--- config.mk ---
export PLATFORM = sky130hd
export DESIGN_NAME = alu_op_scheduler_flat
export DESIGN_NICKNAME = d
export VERILOG_FILES = /design/src/rtl/alu_op_scheduler_pkg.sv /design/src/rtl/alu_op_scheduler_if.sv /design/src/rtl/alu_op_scheduler_rr_arbiter2.sv /design/src/rtl/alu_op_scheduler.sv /design/src/flat_wrapper.sv
export SDC_FILE = /design/constraint.sdc
export NUM_CORES = 1
export LEC_CHECK = 0
export CAP_MARGIN = 20
export CORE_ASPECT_RATIO = 1.2
export CORE_MARGIN = 2
export CORE_UTILIZATION = 44
export CTS_BUF_LIST = sky130_fd_sc_hd__clkbuf_8
export DETAILED_ROUTE_END_ITERATION = 16
export GPL_TIMING_DRIVEN = 0
export PLACE_DENSITY = 0.93
export SYNTH_ARGS = -nofsm -noshare
export SYNTH_HDL_FRONTEND = slang
export SYNTH_SLANG_ARGS = --single-unit
--- constraint.sdc ---
create_clock -name clk -period 1.9 [get_ports clk]
set_input_delay 0.19 -clock clk [delete_from_list [all_inputs] [get_ports clk]]
set_output_delay 0.19 -clock clk [all_outputs]
set_load 0.01 [all_outputs]
--- src/rtl/alu_op_scheduler_pkg.sv ---
// Shared opcode and state constants for the ALU scheduler and the ALU select logic.
package alu_op_scheduler_pkg;

    localparam int OP_W  = 4;
    localparam int CNT_W = 4;

    typedef logic [OP_W-1:0] opcode_t;
    typedef logic [1:0]      state_t;

    localparam opcode_t OP_NOP = 4'd0;
    localparam opcode_t OP_ADD = 4'd1;
    localparam opcode_t OP_SUB = 4'd2;
    localparam opcode_t OP_AND = 4'd3;
    localparam opcode_t OP_OR  = 4'd4;
    localparam opcode_t OP_XOR = 4'd5;
    localparam opcode_t OP_INV = 4'd6;
    localparam opcode_t OP_SHL = 4'd7;
    localparam opcode_t OP_SHR = 4'd8;
    localparam opcode_t OP_MAX = 4'd8;

    localparam state_t ST_IDLE = 2'd0;
    localparam state_t ST_WAIT = 2'd1;
    localparam state_t ST_RESP = 2'd2;

    function automatic logic op_illegal(input opcode_t op);
        return op > OP_MAX;
    endfunction

endpackage

--- src/rtl/alu_op_scheduler_if.sv ---
// Request, ALU and response signals of the ALU scheduler; slave is the scheduler side.
interface alu_op_scheduler_if #(parameter int WIDTH = 8);
    import alu_op_scheduler_pkg::*;

    logic             req0_valid;
    logic             req0_ready;
    opcode_t          req0_op;
    logic [WIDTH-1:0] req0_a;
    logic [WIDTH-1:0] req0_b;
    logic             req1_valid;
    logic             req1_ready;
    opcode_t          req1_op;
    logic [WIDTH-1:0] req1_a;
    logic [WIDTH-1:0] req1_b;
    opcode_t          alu_opS;
    logic [WIDTH-1:0] alu_a;
    logic [WIDTH-1:0] alu_b;
    logic [WIDTH-1:0] alu_result;
    logic             resp_valid;
    logic             resp_ready;
    logic             resp_id;
    logic [WIDTH-1:0] resp_result;
    logic             resp_zero;
    logic             resp_err;
    logic             busy;

    modport slave (
        input  req0_valid, req0_op, req0_a, req0_b,
        input  req1_valid, req1_op, req1_a, req1_b,
        input  alu_result, resp_ready,
        output req0_ready, req1_ready,
        output alu_opS, alu_a, alu_b,
        output resp_valid, resp_id, resp_result, resp_zero, resp_err, busy
    );

    modport master (
        output req0_valid, req0_op, req0_a, req0_b,
        output req1_valid, req1_op, req1_a, req1_b,
        output alu_result, resp_ready,
        input  req0_ready, req1_ready,
        input  alu_opS, alu_a, alu_b,
        input  resp_valid, resp_id, resp_result, resp_zero, resp_err, busy
    );

endinterface

--- src/rtl/alu_op_scheduler_rr_arbiter2.sv ---
// Two-way round-robin arbiter: on a tie the requester that was not served last wins.
module rr_arbiter2 (
    input  logic [1:0] req,
    input  logic       last_grant,
    input  logic       en,
    output logic [1:0] grant
);

    always_comb begin
        grant = 2'b00;
        if (en) begin
            case (req)
                2'b01:   grant = 2'b01;
                2'b10:   grant = 2'b10;
                2'b11:   grant = last_grant ? 2'b01 : 2'b10;
                default: grant = 2'b00;
            endcase
        end
    end

endmodule

--- src/rtl/alu_op_scheduler.sv ---
// Shares one ALU between two requesters: arbitrate, hold operands for ALU_LAT cycles,
// then present the captured result until the consumer takes it.
module alu_op_scheduler
    import alu_op_scheduler_pkg::*;
#(
    parameter int WIDTH   = 8,
    parameter int ALU_LAT = 1
) (
    input logic              clk,
    input logic              rst,
    alu_op_scheduler_if.slave bus
);

    localparam logic [CNT_W-1:0] LAT_M1 = CNT_W'(ALU_LAT - 1);

    state_t            state_q, state_d;
    logic              last_grant_q, last_grant_d;
    logic [CNT_W-1:0]  cnt_q, cnt_d;
    opcode_t           op_q, op_d;
    logic [WIDTH-1:0]  a_q, a_d;
    logic [WIDTH-1:0]  b_q, b_d;
    logic              id_q, id_d;
    logic              err_q, err_d;
    logic [WIDTH-1:0]  res_q, res_d;
    logic              zero_q, zero_d;

    logic [1:0]        grant;
    opcode_t           sel_op;
    logic [WIDTH-1:0]  sel_a;
    logic [WIDTH-1:0]  sel_b;

    // Grants are suppressed outside IDLE and while reset is asserted.
    rr_arbiter2 u_arb (
        .req        ({bus.req1_valid, bus.req0_valid}),
        .last_grant (last_grant_q),
        .en         ((state_q == ST_IDLE) && !rst),
        .grant      (grant)
    );

    assign sel_op = grant[1] ? bus.req1_op : bus.req0_op;
    assign sel_a  = grant[1] ? bus.req1_a  : bus.req0_a;
    assign sel_b  = grant[1] ? bus.req1_b  : bus.req0_b;

    always_comb begin
        state_d      = state_q;
        last_grant_d = last_grant_q;
        cnt_d        = cnt_q;
        op_d         = op_q;
        a_d          = a_q;
        b_d          = b_q;
        id_d         = id_q;
        err_d        = err_q;
        res_d        = res_q;
        zero_d       = zero_q;
        case (state_q)
            ST_IDLE: begin
                if (|grant) begin
                    id_d    = grant[1];
                    err_d   = op_illegal(sel_op);
                    op_d    = op_illegal(sel_op) ? OP_NOP : sel_op;
                    a_d     = sel_a;
                    b_d     = sel_b;
                    cnt_d   = LAT_M1;
                    state_d = ST_WAIT;
                end
            end
            ST_WAIT: begin
                if (cnt_q == '0) begin
                    res_d   = err_q ? '0 : bus.alu_result;
                    zero_d  = (res_d == '0);
                    state_d = ST_RESP;
                end else begin
                    cnt_d = cnt_q - CNT_W'(1);
                end
            end
            ST_RESP: begin
                // Priority only moves once the response has actually been consumed.
                if (bus.resp_ready) begin
                    last_grant_d = id_q;
                    state_d      = ST_IDLE;
                end
            end
            default: state_d = ST_IDLE;
        endcase
    end

    always_ff @(posedge clk) begin
        if (rst) begin
            state_q      <= ST_IDLE;
            last_grant_q <= 1'b1;
            cnt_q        <= '0;
            op_q         <= OP_NOP;
            a_q          <= '0;
            b_q          <= '0;
            id_q         <= 1'b0;
            err_q        <= 1'b0;
            res_q        <= '0;
            zero_q       <= 1'b0;
        end else begin
            state_q      <= state_d;
            last_grant_q <= last_grant_d;
            cnt_q        <= cnt_d;
            op_q         <= op_d;
            a_q          <= a_d;
            b_q          <= b_d;
            id_q         <= id_d;
            err_q        <= err_d;
            res_q        <= res_d;
            zero_q       <= zero_d;
        end
    end

    assign bus.req0_ready  = grant[0];
    assign bus.req1_ready  = grant[1];
    assign bus.alu_opS     = (state_q == ST_WAIT) ? op_q : OP_NOP;
    assign bus.alu_a       = (state_q == ST_WAIT) ? a_q  : '0;
    assign bus.alu_b       = (state_q == ST_WAIT) ? b_q  : '0;
    assign bus.resp_valid  = (state_q == ST_RESP);
    assign bus.resp_id     = id_q;
    assign bus.resp_result = res_q;
    assign bus.resp_zero   = zero_q;
    assign bus.resp_err    = err_q;
    assign bus.busy        = (state_q != ST_IDLE);

endmodule

--- src/flat_wrapper.sv ---
// flat-port wrapper written by rule: the top's interface ports become plain ports
module alu_op_scheduler_flat import alu_op_scheduler_pkg::*;
#(
    parameter int WIDTH   = 8,
    parameter int ALU_LAT = 1
)
  (clk, rst, bus_req0_valid, bus_req0_op, bus_req0_a, bus_req0_b, bus_req1_valid, bus_req1_op, bus_req1_a, bus_req1_b, bus_alu_result, bus_resp_ready, bus_req0_ready, bus_req1_ready, bus_alu_opS, bus_alu_a, bus_alu_b, bus_resp_valid, bus_resp_id, bus_resp_result, bus_resp_zero, bus_resp_err, bus_busy);
  alu_op_scheduler_if #(.WIDTH(WIDTH)) bus_i ();
  input logic clk;
  input logic rst;
  input wire logic [$bits(bus_i.req0_valid)-1:0] bus_req0_valid;
  input wire logic [$bits(bus_i.req0_op)-1:0] bus_req0_op;
  input wire logic [$bits(bus_i.req0_a)-1:0] bus_req0_a;
  input wire logic [$bits(bus_i.req0_b)-1:0] bus_req0_b;
  input wire logic [$bits(bus_i.req1_valid)-1:0] bus_req1_valid;
  input wire logic [$bits(bus_i.req1_op)-1:0] bus_req1_op;
  input wire logic [$bits(bus_i.req1_a)-1:0] bus_req1_a;
  input wire logic [$bits(bus_i.req1_b)-1:0] bus_req1_b;
  input wire logic [$bits(bus_i.alu_result)-1:0] bus_alu_result;
  input wire logic [$bits(bus_i.resp_ready)-1:0] bus_resp_ready;
  output wire logic [$bits(bus_i.req0_ready)-1:0] bus_req0_ready;
  output wire logic [$bits(bus_i.req1_ready)-1:0] bus_req1_ready;
  output wire logic [$bits(bus_i.alu_opS)-1:0] bus_alu_opS;
  output wire logic [$bits(bus_i.alu_a)-1:0] bus_alu_a;
  output wire logic [$bits(bus_i.alu_b)-1:0] bus_alu_b;
  output wire logic [$bits(bus_i.resp_valid)-1:0] bus_resp_valid;
  output wire logic [$bits(bus_i.resp_id)-1:0] bus_resp_id;
  output wire logic [$bits(bus_i.resp_result)-1:0] bus_resp_result;
  output wire logic [$bits(bus_i.resp_zero)-1:0] bus_resp_zero;
  output wire logic [$bits(bus_i.resp_err)-1:0] bus_resp_err;
  output wire logic [$bits(bus_i.busy)-1:0] bus_busy;
  assign bus_i.req0_valid = bus_req0_valid;
  assign bus_i.req0_op = bus_req0_op;
  assign bus_i.req0_a = bus_req0_a;
  assign bus_i.req0_b = bus_req0_b;
  assign bus_i.req1_valid = bus_req1_valid;
  assign bus_i.req1_op = bus_req1_op;
  assign bus_i.req1_a = bus_req1_a;
  assign bus_i.req1_b = bus_req1_b;
  assign bus_i.alu_result = bus_alu_result;
  assign bus_i.resp_ready = bus_resp_ready;
  assign bus_req0_ready = bus_i.req0_ready;
  assign bus_req1_ready = bus_i.req1_ready;
  assign bus_alu_opS = bus_i.alu_opS;
  assign bus_alu_a = bus_i.alu_a;
  assign bus_alu_b = bus_i.alu_b;
  assign bus_resp_valid = bus_i.resp_valid;
  assign bus_resp_id = bus_i.resp_id;
  assign bus_resp_result = bus_i.resp_result;
  assign bus_resp_zero = bus_i.resp_zero;
  assign bus_resp_err = bus_i.resp_err;
  assign bus_busy = bus_i.busy;
  alu_op_scheduler #(.WIDTH(WIDTH), .ALU_LAT(ALU_LAT)) u_core (.clk(clk), .rst(rst), .bus(bus_i));
endmodule
==> results.md, run 1 <==
* Status: finished clean
* Crit path buf inv count at 3
* Final setup vio count at 0
* FF-to-FF path depth at 6
* GRT overflow at 0
* Clock buffer depth at 2
* Hold wc startpoint: u_core.bus.resp_result[6]$_SDFFE_PP0P_
* Final hold slack at 0.477 ns
* Worst-Margin Slew at 0.539 ns
* R2R Setup Slk at 0.16 ns
* P_leak at 1.33 nW
* Buffers on Ports at 87
* Worst r2r dst: u_core.bus.resp_result[3]$_SDFFE_PP0P_
* Final nets at 400
* Final setup margin at 0.0886 ns
* Slowest CP cell: or3_1
* Mapped Nets at 305
* Number of global-route vias before repair at 2,205
* Reg clk slew, reported paths at 0.07 ns
* Hold Path Sink: u_core.bus.resp_result[6]$_SDFFE_PP0P_
* Height of the die at 79.3 µm
* Gr usage total at 24.6%
* CP most frequent cell: buf_6
* Post-route insts no fill at 402
* Detailed Routing Iterations Pass 1 at 4
* Wire length per cell at 15.9 µm
* Crit-path leading delay family: simple AND/OR/NAND/NOR gates
* Post-Syn Area at 0.00208 mm²
* Max-slew headroom at 64.1%
* Max Slew Vio Count at 0
* Most common cell after layout, fill and taps aside: clkdlybuf4s50_1
* Cell count after placement at 395
* Via count at 2,363
* Synthesis-stage register bit count at 38
* Cell area after layout at 0.00315 mm²
* Min-delay worst type: reg2reg
* Distinct cells, synth at 41
* Hold path depth at 2
* MaxCap Viol Count at 0
* Core area at 0.00456 mm²
* Worst setup EP type: primary output
* H-tree lvl count at 2
* Final min period at 1.81 ns
* Global-route wire length before repair at 10,100 µm
* Post-synthesis sequential area ratio at 36.6%
* Initial antenna violation count at 0
* DRT antenna net count at 0
* Commonest cells after routing, fill and taps aside: clkdlybuf4s50_1, dfxtp_1, a21oi_1
* Peak VDD IR at 0.344 mV
* DR DRC count at 0
* Peak Freq at 552 MHz
* Die footprint at 0.00529 mm²
* Starting DRT DRC Count at 261
* Pre-CTS setup slack at -0.366 ns
* Largest net degree at the start of global routing at 12
* CP peak stage delay at 0.39 ns
* DP Area at 0.00302 mm²
* ANT cells at 0
* Worst reg2reg path startpoint: u_core.cnt_q[0]$_SDFFE_PP0P_
* Final hold viol count at 0
* Post-Route WL at 6370 µm
* WS Path Type: reg2out
* Synth Instances at 250
* CP Launch Type: flip-flop
* Final GP Congestion at 0.845
* Number of clock sinks at 38
* Setup Skew at 0.00917 ns
* Ys flop type: dfxtp_1
* Total CTS buffers at 5
* Starting Density at 45.5%
* Yosys warns at 0
* Root buf cell: clkbuf_8
* P&R area growth vs syn at 51.6%
* RSZ-0062 raised after global routing: false
* Synthesized area per cell at 8.31 µm²
* Cells along the critical path: or3_1 > buf_6 > buf_6 > nor3_2 > buf_2
* Total power after layout at 0.00193 W
* Power density over cell area at 612 mW/mm²
* Row count at 27
* Vias per inst at 5.88
* CP max FO at 10
* Clock latency on the worst-skew pair at 0.29 ns
* Critical Path RT at 1.71 ns
* CTS tree: built
* Chip width at 66.7 µm
* Post-synth EDFFs at 0
* Crit share post-route at 95.3%
* Post-synth ARST share at 0%
* Detail Placement HPWL at 4710 µm
* CP arrival at 1.62 ns
* Boundary pin count at 88
* Layout cells sized above 1 at 10.8%
## routing by layer
layer  up-vias  wire (µm)  GRT usage, %
met1      1097       2560          29.3
met5         -          0             0
met2       115       3190          42.6
met4         0        168          10.2
met3        16        457          4.39
li1       1135          -             -
## cell usage after synthesis, types with 2 or more instances
cell type  number  area, µm²
o21ai_0        14       70.1
a31oi_1         3       18.8
nor3_1          4       20.0
o21ai_1        13       65.1
buf_2           9       45.0
nand3_1        17       85.1
nand4b_1       12        105
inv_1           7       26.3
or4_1           2       15.0
or3_1           3       18.8
o221ai_1        2       17.5
a311oi_1       18        158
a21oi_1        35        175
buf_4           2       15.0
and2_1         20        125
ha_1            2       25.0
dfxtp_1        38        761
nor2_1          5       18.8
o211ai_1        4       30.0
a22oi_1         2       15.0
nor2b_1         5       31.3
nor4_1          2       12.5
clkbuf_1       11       41.3
buf_6           3       33.8
## state kept, by name (all words and copies together) (netlist names)
signal	flops
u_core.a_q	8
u_core.bus.resp_zero	1
u_core.bus.resp_result	8
u_core.state_q	2
u_core.b_q	8
u_core.cnt_q	4
u_core.last_grant_q	1
u_core.bus.resp_id	1
u_core.op_q	4
u_core.bus.resp_err	1
## per-stage QoR
step / setup TNS [ns] / util (%)
CTS: -0.205 / 68.4
finish: 0 / 69.1
global placement: -0.918 / 66.2
floorplan: 0 / -
global route: 0 / 69.1
detailed placement: -1.66 / 66.2
## report_power, final
group          internal [W]  total, W  leakage (nW)  switching [W]
clock network      0.000280  0.000549        0.0431       0.000269
logic              0.000259  0.000487         0.978       0.000228
registers          0.000856  0.000892         0.313      0.0000360
## cells by family (layout without fill, tap and decap cells)
group | after synthesis | count (layout) | synth area share, %
DFF | 38 | 38 | 36.6
and+or+nand+nor | 79 | 79 | 24.7
AOI/OAI and AO/OA | 98 | 98 | 29.5
buffers and inverters | 33 | 127 | 7.95
adders and majority gates | 2 | 2 | 1.20
## how the worst max path moves through the flow
stage | start | slack (ns) | end | cells past startpoint
after detailed placement | rst | -0.37 | bus_req0_ready | 6
after CTS | u_core.state_q[1]$_SDFFE_PP0P_ | -0.03 | bus_alu_opS[1] | 4
after floorplan | u_core.cnt_q[0]$_SDFFE_PP0P_ | 0.41 | u_core.state_q[0]$_SDFFE_PP0P_ | 6
final | u_core.state_q[1]$_SDFFE_PP0P_ | 0.09 | bus_req0_ready | 5
after global placement | rst | -0.35 | bus_req0_ready | 6
after global routing | u_core.state_q[1]$_SDFFE_PP0P_ | 0.02 | bus_req0_ready | 5
## tightest hold or removal path, cell delays in order (launching register included)
cell	delay, ns
dfxtp_1	0.31
o21ai_0	0.06
a21oi_1	0.06
## area by class of cell
cell class | instances | area (µm²)
multi-input combinational | 179 | 1160
inverter | 7 | 26.3
sequential | 38 | 768
fill | 375 | 1410
clock buffer | 6 | 82.6
timing repair buffer | 88 | 885
buffer | 26 | 158
tap | 58 | 72.6
## what timing repair did
| action | 4_1_cts | 5_1_grt |
|---|---|---|
| setup buffers | 1 | 0 |
| hold buffers | 0 | 0 |
| gates resized for setup | 22 | 21 |
| endpoints found under the setup margin | 22 | 20 |
(Power assumes the default switching activity.)
==> run 2, diff against run 1 <==
--- a/config.mk
+++ b/config.mk
@@ -7,7 +7,6 @@
 export LEC_CHECK = 0
 export CAP_MARGIN = 20
 export CORE_ASPECT_RATIO = 1.2
-export CORE_MARGIN = 2
 export CORE_UTILIZATION = 44
 export CTS_BUF_LIST = sky130_fd_sc_hd__clkbuf_8
 export DETAILED_ROUTE_END_ITERATION = 16
==> results.md, run 2 (synthesis results as in run 1) <==
* Chip width at 64.7 µm
* CTS tree: built
* CP max FO at 10
* CP Launch Type: flip-flop
* Crit share post-route at 98.0%
* ANT cells at 0
* DRT antenna net count at 0
* Most common cell after layout, fill and taps aside: clkdlybuf4s50_1
* CP arrival at 2.02 ns
* Status: finished clean
* Slowest CP cell: or3b_2
* Crit-path leading delay family: simple AND/OR/NAND/NOR gates
* Clock buffer depth at 2
* Height of the die at 77.3 µm
* Wire length per cell at 16.3 µm
* H-tree lvl count at 2
* WS Path Type: reg2reg
* Post-CTS Hold Buffers at 0
* GR Layer Usage met3 at 6.70%
* Net load switching power at 0.000531 W
* Part of the power in combinational logic at 25.6%
* Worst reg2reg path startpoint: u_core.cnt_q[0]$_SDFFE_PP0P_
* Via count at 2,427
* Max-slew headroom at 65.1%
* Cells along the critical path: inv_1 > ha_1 > or3b_2 > clkbuf_1 > o21ai_0 > a21oi_1
* Die footprint at 0.00500 mm²
* Power density over cell area at 611 mW/mm²
* Boundary pin count at 88
* Reg clk slew, reported paths at 0.07 ns
* Vias per inst at 6.05
* Layout cells sized above 1 at 10.5%
* Net Sw Frac at 27.6%
* Final nets at 399
* GRT overflow at 0
* Final hold slack at 0.479 ns
* Final hold viol count at 0
* Peak VDD IR at 0.387 mV
* Starting DRT DRC Count at 265
* Global-route wire length before repair at 10,400 µm
* Post-Route WL at 6520 µm
* Largest net degree at the start of global routing at 12
* Detailed Routing Iterations Pass 1 at 5
* P_leak at 1.34 nW
* Detail Placement HPWL at 4730 µm
* Hold wc startpoint: u_core.bus.resp_result[7]$_SDFFE_PP0P_
* Peak Freq at 537 MHz
* Sequential share of power at 46.4%
* Gr usage total at 26.7%
* MaxCap Viol Count at 0
* Final GP Congestion at 0.838
* Filler cell count at 365
* Final Core Density at 69.1%
* Row count at 27
* Final min period at 1.86 ns
* Crit path buf inv count at 2
* CP peak stage delay at 0.45 ns
* Starting Density at 45.5%
* Number of clock sinks at 38
* Core area at 0.00456 mm²
* Multi-input gate area at 0.00116 mm²
* Number of global-route vias before repair at 2,304
* GRT busiest layer: met2
* Worst-Margin Slew at 0.523 ns
* Total CTS buffers at 5
* Setup Skew at 0.00490 ns
* Clk network pwr share at 28.0%
* Critical Path RT at 2.05 ns
* Internal Pwr Total at 0.00140 W
* P&R area growth vs syn at 51.7%
* Final setup vio count at 0
* DR DRC count at 0
* Max Slew Vio Count at 0
* GRT met1 Usage at 29.9%
* Clock latency on the worst-skew pair at 0.29 ns
* Min-delay worst type: reg2reg
* Buffers on Ports at 87
* Initial antenna violation count at 0
* Root buf cell: clkbuf_8
* Worst setup path startpoint: u_core.cnt_q[0]$_SDFFE_PP0P_
* FF/Latch Area at 768 µm²
* Routing usage on met2 at 46.4%
* Commonest cells after routing, fill and taps aside: clkdlybuf4s50_1, dfxtp_1, a21oi_1
* Worst setup EP type: flip-flop
-- run 2: layout make-up --
type,count,area share [%]
Buffer,25,4.92
Timing Repair Buffer,88,28.2
Multi-Input combinational cell,179,36.7
Inverter,7,0.834
Sequential cell,38,24.4
Clock buffer,6,2.62
Tap cell,58,2.30
-- run 2: path summary, 6_finish.rpt --
kind | end | slack [ns] | depth (start not counted)
max reg2reg | u_core.bus.resp_result[3]$_SDFFE_PP0P_ | 0.04 | 6
min | u_core.bus.resp_result[7]$_SDFFE_PP0P_ | 0.48 | 2
max | u_core.bus.resp_result[3]$_SDFFE_PP0P_ | 0.04 | 6
min reg2reg | u_core.bus.resp_result[7]$_SDFFE_PP0P_ | 0.48 | 2
-- run 2: metal layers --
layer  up-vias  share of wire (%)
met3        29                9.0
li1       1122                  -
met5         -                  0
met1      1108                 37
met4         0                3.8
met2       168                 50
-- run 2: repair_timing --
item | in CTS | in global routing
setup endpoints to repair | 22 | 14
buffers inserted | 0 | 1
resized for setup | 23 | 16
-- run 2: metrics by stage --
stage | TNS, ns | instances | setup slack (ns) | cell area, µm² | power (W)
floorplan | 0 | 250 | 0.415 | 2080 | 0.00115
global placement | -1.05 | 395 | -0.332 | 3020 | 0.00138
detailed placement | -1.72 | 395 | -0.324 | 3020 | 0.00140
CTS | -0.247 | 401 | -0.0255 | 3110 | 0.00193
global route | -0.0673 | 401 | -0.0673 | 3150 | 0.00201
finish | 0 | 401 | 0.0379 | 3150 | 0.00193
-- run 2: worst reg2reg max path, stage by stage, from the launching register on --
cell and delay, ns:
dfxtp_1 0.33, inv_1 0.10, ha_1 0.16, or3b_2 0.45, clkbuf_1 0.24, o21ai_0 0.33
a21oi_1 0.12
-- run 2: power groups by stage --
stage	sequential (W)	combinational [W]	clock (W)
floorplan	0.000906	0.000245	0
global placement	0.000907	0.000473	0
detailed placement	0.000911	0.000484	0
CTS	0.000893	0.000488	0.000548
global route	0.000899	0.000531	0.000582
finish	0.000894	0.000493	0.000539
==> run 3, diff against run 2 <==
--- a/config.mk
+++ b/config.mk
@@ -11,7 +11,8 @@
 export CTS_BUF_LIST = sky130_fd_sc_hd__clkbuf_8
 export DETAILED_ROUTE_END_ITERATION = 16
 export GPL_TIMING_DRIVEN = 0
-export PLACE_DENSITY = 0.93
+export PLACE_DENSITY = 0.89
+export SLEW_MARGIN = 15
 export SYNTH_ARGS = -nofsm -noshare
 export SYNTH_HDL_FRONTEND = slang
 export SYNTH_SLANG_ARGS = --single-unit
==> results.md, run 3 (synthesis results as in run 1) <==
* Setup Skew at 0.00438 ns
* Height of the die at 77.3 µm
* Most common cell after layout, fill and taps aside: clkdlybuf4s50_1
* Core area at 0.00456 mm²
* Starting DRT DRC Count at 187
* Clock latency on the worst-skew pair at 0.29 ns
* Initial antenna violation count at 0
* P_leak at 1.29 nW
* Vias per inst at 5.82
* H-tree lvl count at 2
* DP Area at 0.00302 mm²
* Detail Placement HPWL at 4600 µm
* Total CTS buffers at 5
* Peak VDD IR at 0.380 mV
* MaxCap Viol Count at 0
* DRT antenna net count at 0
* Final min period at 1.82 ns
* Min-delay worst type: reg2reg
* Hold path depth at 2
* Global-route wire length before repair at 10,200 µm
* Largest net degree at the start of global routing at 12
* DR DRC count at 0
* Gr usage total at 26.2%
* Row count at 27
* Filler cell count at 403
* Buffers on Ports at 87
* Final nets at 399
* Worst-Margin Slew at 0.534 ns
* Detailed Routing Iterations Pass 1 at 4
* Power density over cell area at 609 mW/mm²
* Reg clk slew, reported paths at 0.07 ns
* Critical Path RT at 1.71 ns
* Layout cells sized above 1 at 10.5%
* Chip width at 64.7 µm
* Final hold viol count at 0
* Wire length per cell at 15.4 µm
* Max-slew headroom at 64.4%
* GRT overflow at 0
* Total power after layout at 0.00191 W
* CP Launch Type: flip-flop
* Die footprint at 0.00500 mm²
* Final setup margin at 0.0754 ns
* Clock buffer depth at 2
* R2R Setup Slk at 0.20 ns
* Final hold slack at 0.472 ns
* Cell area after layout at 0.00313 mm²
* Crit share post-route at 96.0%
* ANT cells at 0
* CP max FO at 10
* Boundary pin count at 88
* FF-to-FF path depth at 6
* Commonest cells after routing, fill and taps aside: clkdlybuf4s50_1, dfxtp_1, a21oi_1
* CP arrival at 1.63 ns
* Worst setup EP type: primary output
* Number of global-route vias before repair at 2,309
* Number of clock sinks at 38
* WS Path Type: reg2out
* RSZ-0062 raised after global routing: false
* Final setup vio count at 0
* Setup TNS after final layout at 0 ns
* Max Slew Vio Count at 0
* Pre-CTS setup slack at -0.303 ns
* Peak Freq at 548 MHz
* Starting Density at 45.5%
* Status: finished clean
* Final GP Congestion at 0.822
* CTS tree: built
* Post-Route WL at 6200 µm
* Root buf cell: clkbuf_8
* P&R area growth vs syn at 50.5%
* Via count at 2,338
-- run 3: cell type report --
class | instances | area (µm²) | area share [%]
buffer | 25 | 155 | 4.96
clock buffer | 5 | 68.8 | 2.20
clock inverter | 2 | 10.0 | 0.320
inverter | 7 | 26.3 | 0.840
multi-input combinational | 179 | 1150 | 36.9
sequential | 38 | 768 | 24.6
tap | 58 | 72.6 | 2.32
timing repair buffer | 88 | 873 | 27.9
-- run 3: timing repair --
item,CTS,global route
resized for setup,27,11
setup buffers,1,0
hold buffers,0,0
setup endpoints to repair,22,9
-- run 3: worst paths after layout --
| path | from | to |
|---|---|---|
| worst max-delay path | u_core.state_q[1]$_SDFFE_PP0P_ | bus_req0_ready |
| worst min-delay path | u_core.bus.resp_result[7]$_SDFFE_PP0P_ | u_core.bus.resp_result[7]$_SDFFE_PP0P_ |
| worst max register to register | u_core.cnt_q[0]$_SDFFE_PP0P_ | u_core.bus.resp_result[1]$_SDFFE_PP0P_ |
| worst min register to register | u_core.bus.resp_result[7]$_SDFFE_PP0P_ | u_core.bus.resp_result[7]$_SDFFE_PP0P_ |
-- run 3: critical path, cell delays in order (launching register included) --
cell and delay, ns:
dfxtp_4 0.36, or3_1 0.38, buf_6 0.15, buf_6 0.14, nor3_1 0.15, buf_2 0.15
-- run 3: metal layers --
layer	global-route usage, %	part of all wire (%)	vias up	wire length, µm
met2	44.4	50	109	3090
met5	0	0	-	0
met1	30.3	40	1086	2500
li1	-	-	1129	-
met3	6.10	7.4	14	459
met4	12.7	2.5	0	153
-- run 3: through the flow --
step,std cells,utilization [%]
after detailed placement,395,66.2
after global routing,402,68.6
after CTS,403,68.2
after floorplan,250,-
final,402,68.6
after global placement,395,66.2
-- run 3: power breakdown --
part / internal [W] / total [W] / switching [W]
registers: 0.000856 / 0.000891 / 0.0000348
clock network: 0.000246 / 0.000531 / 0.000285
logic: 0.000258 / 0.000484 / 0.000226
total: 0.00136 / 0.00191 / 0.000546
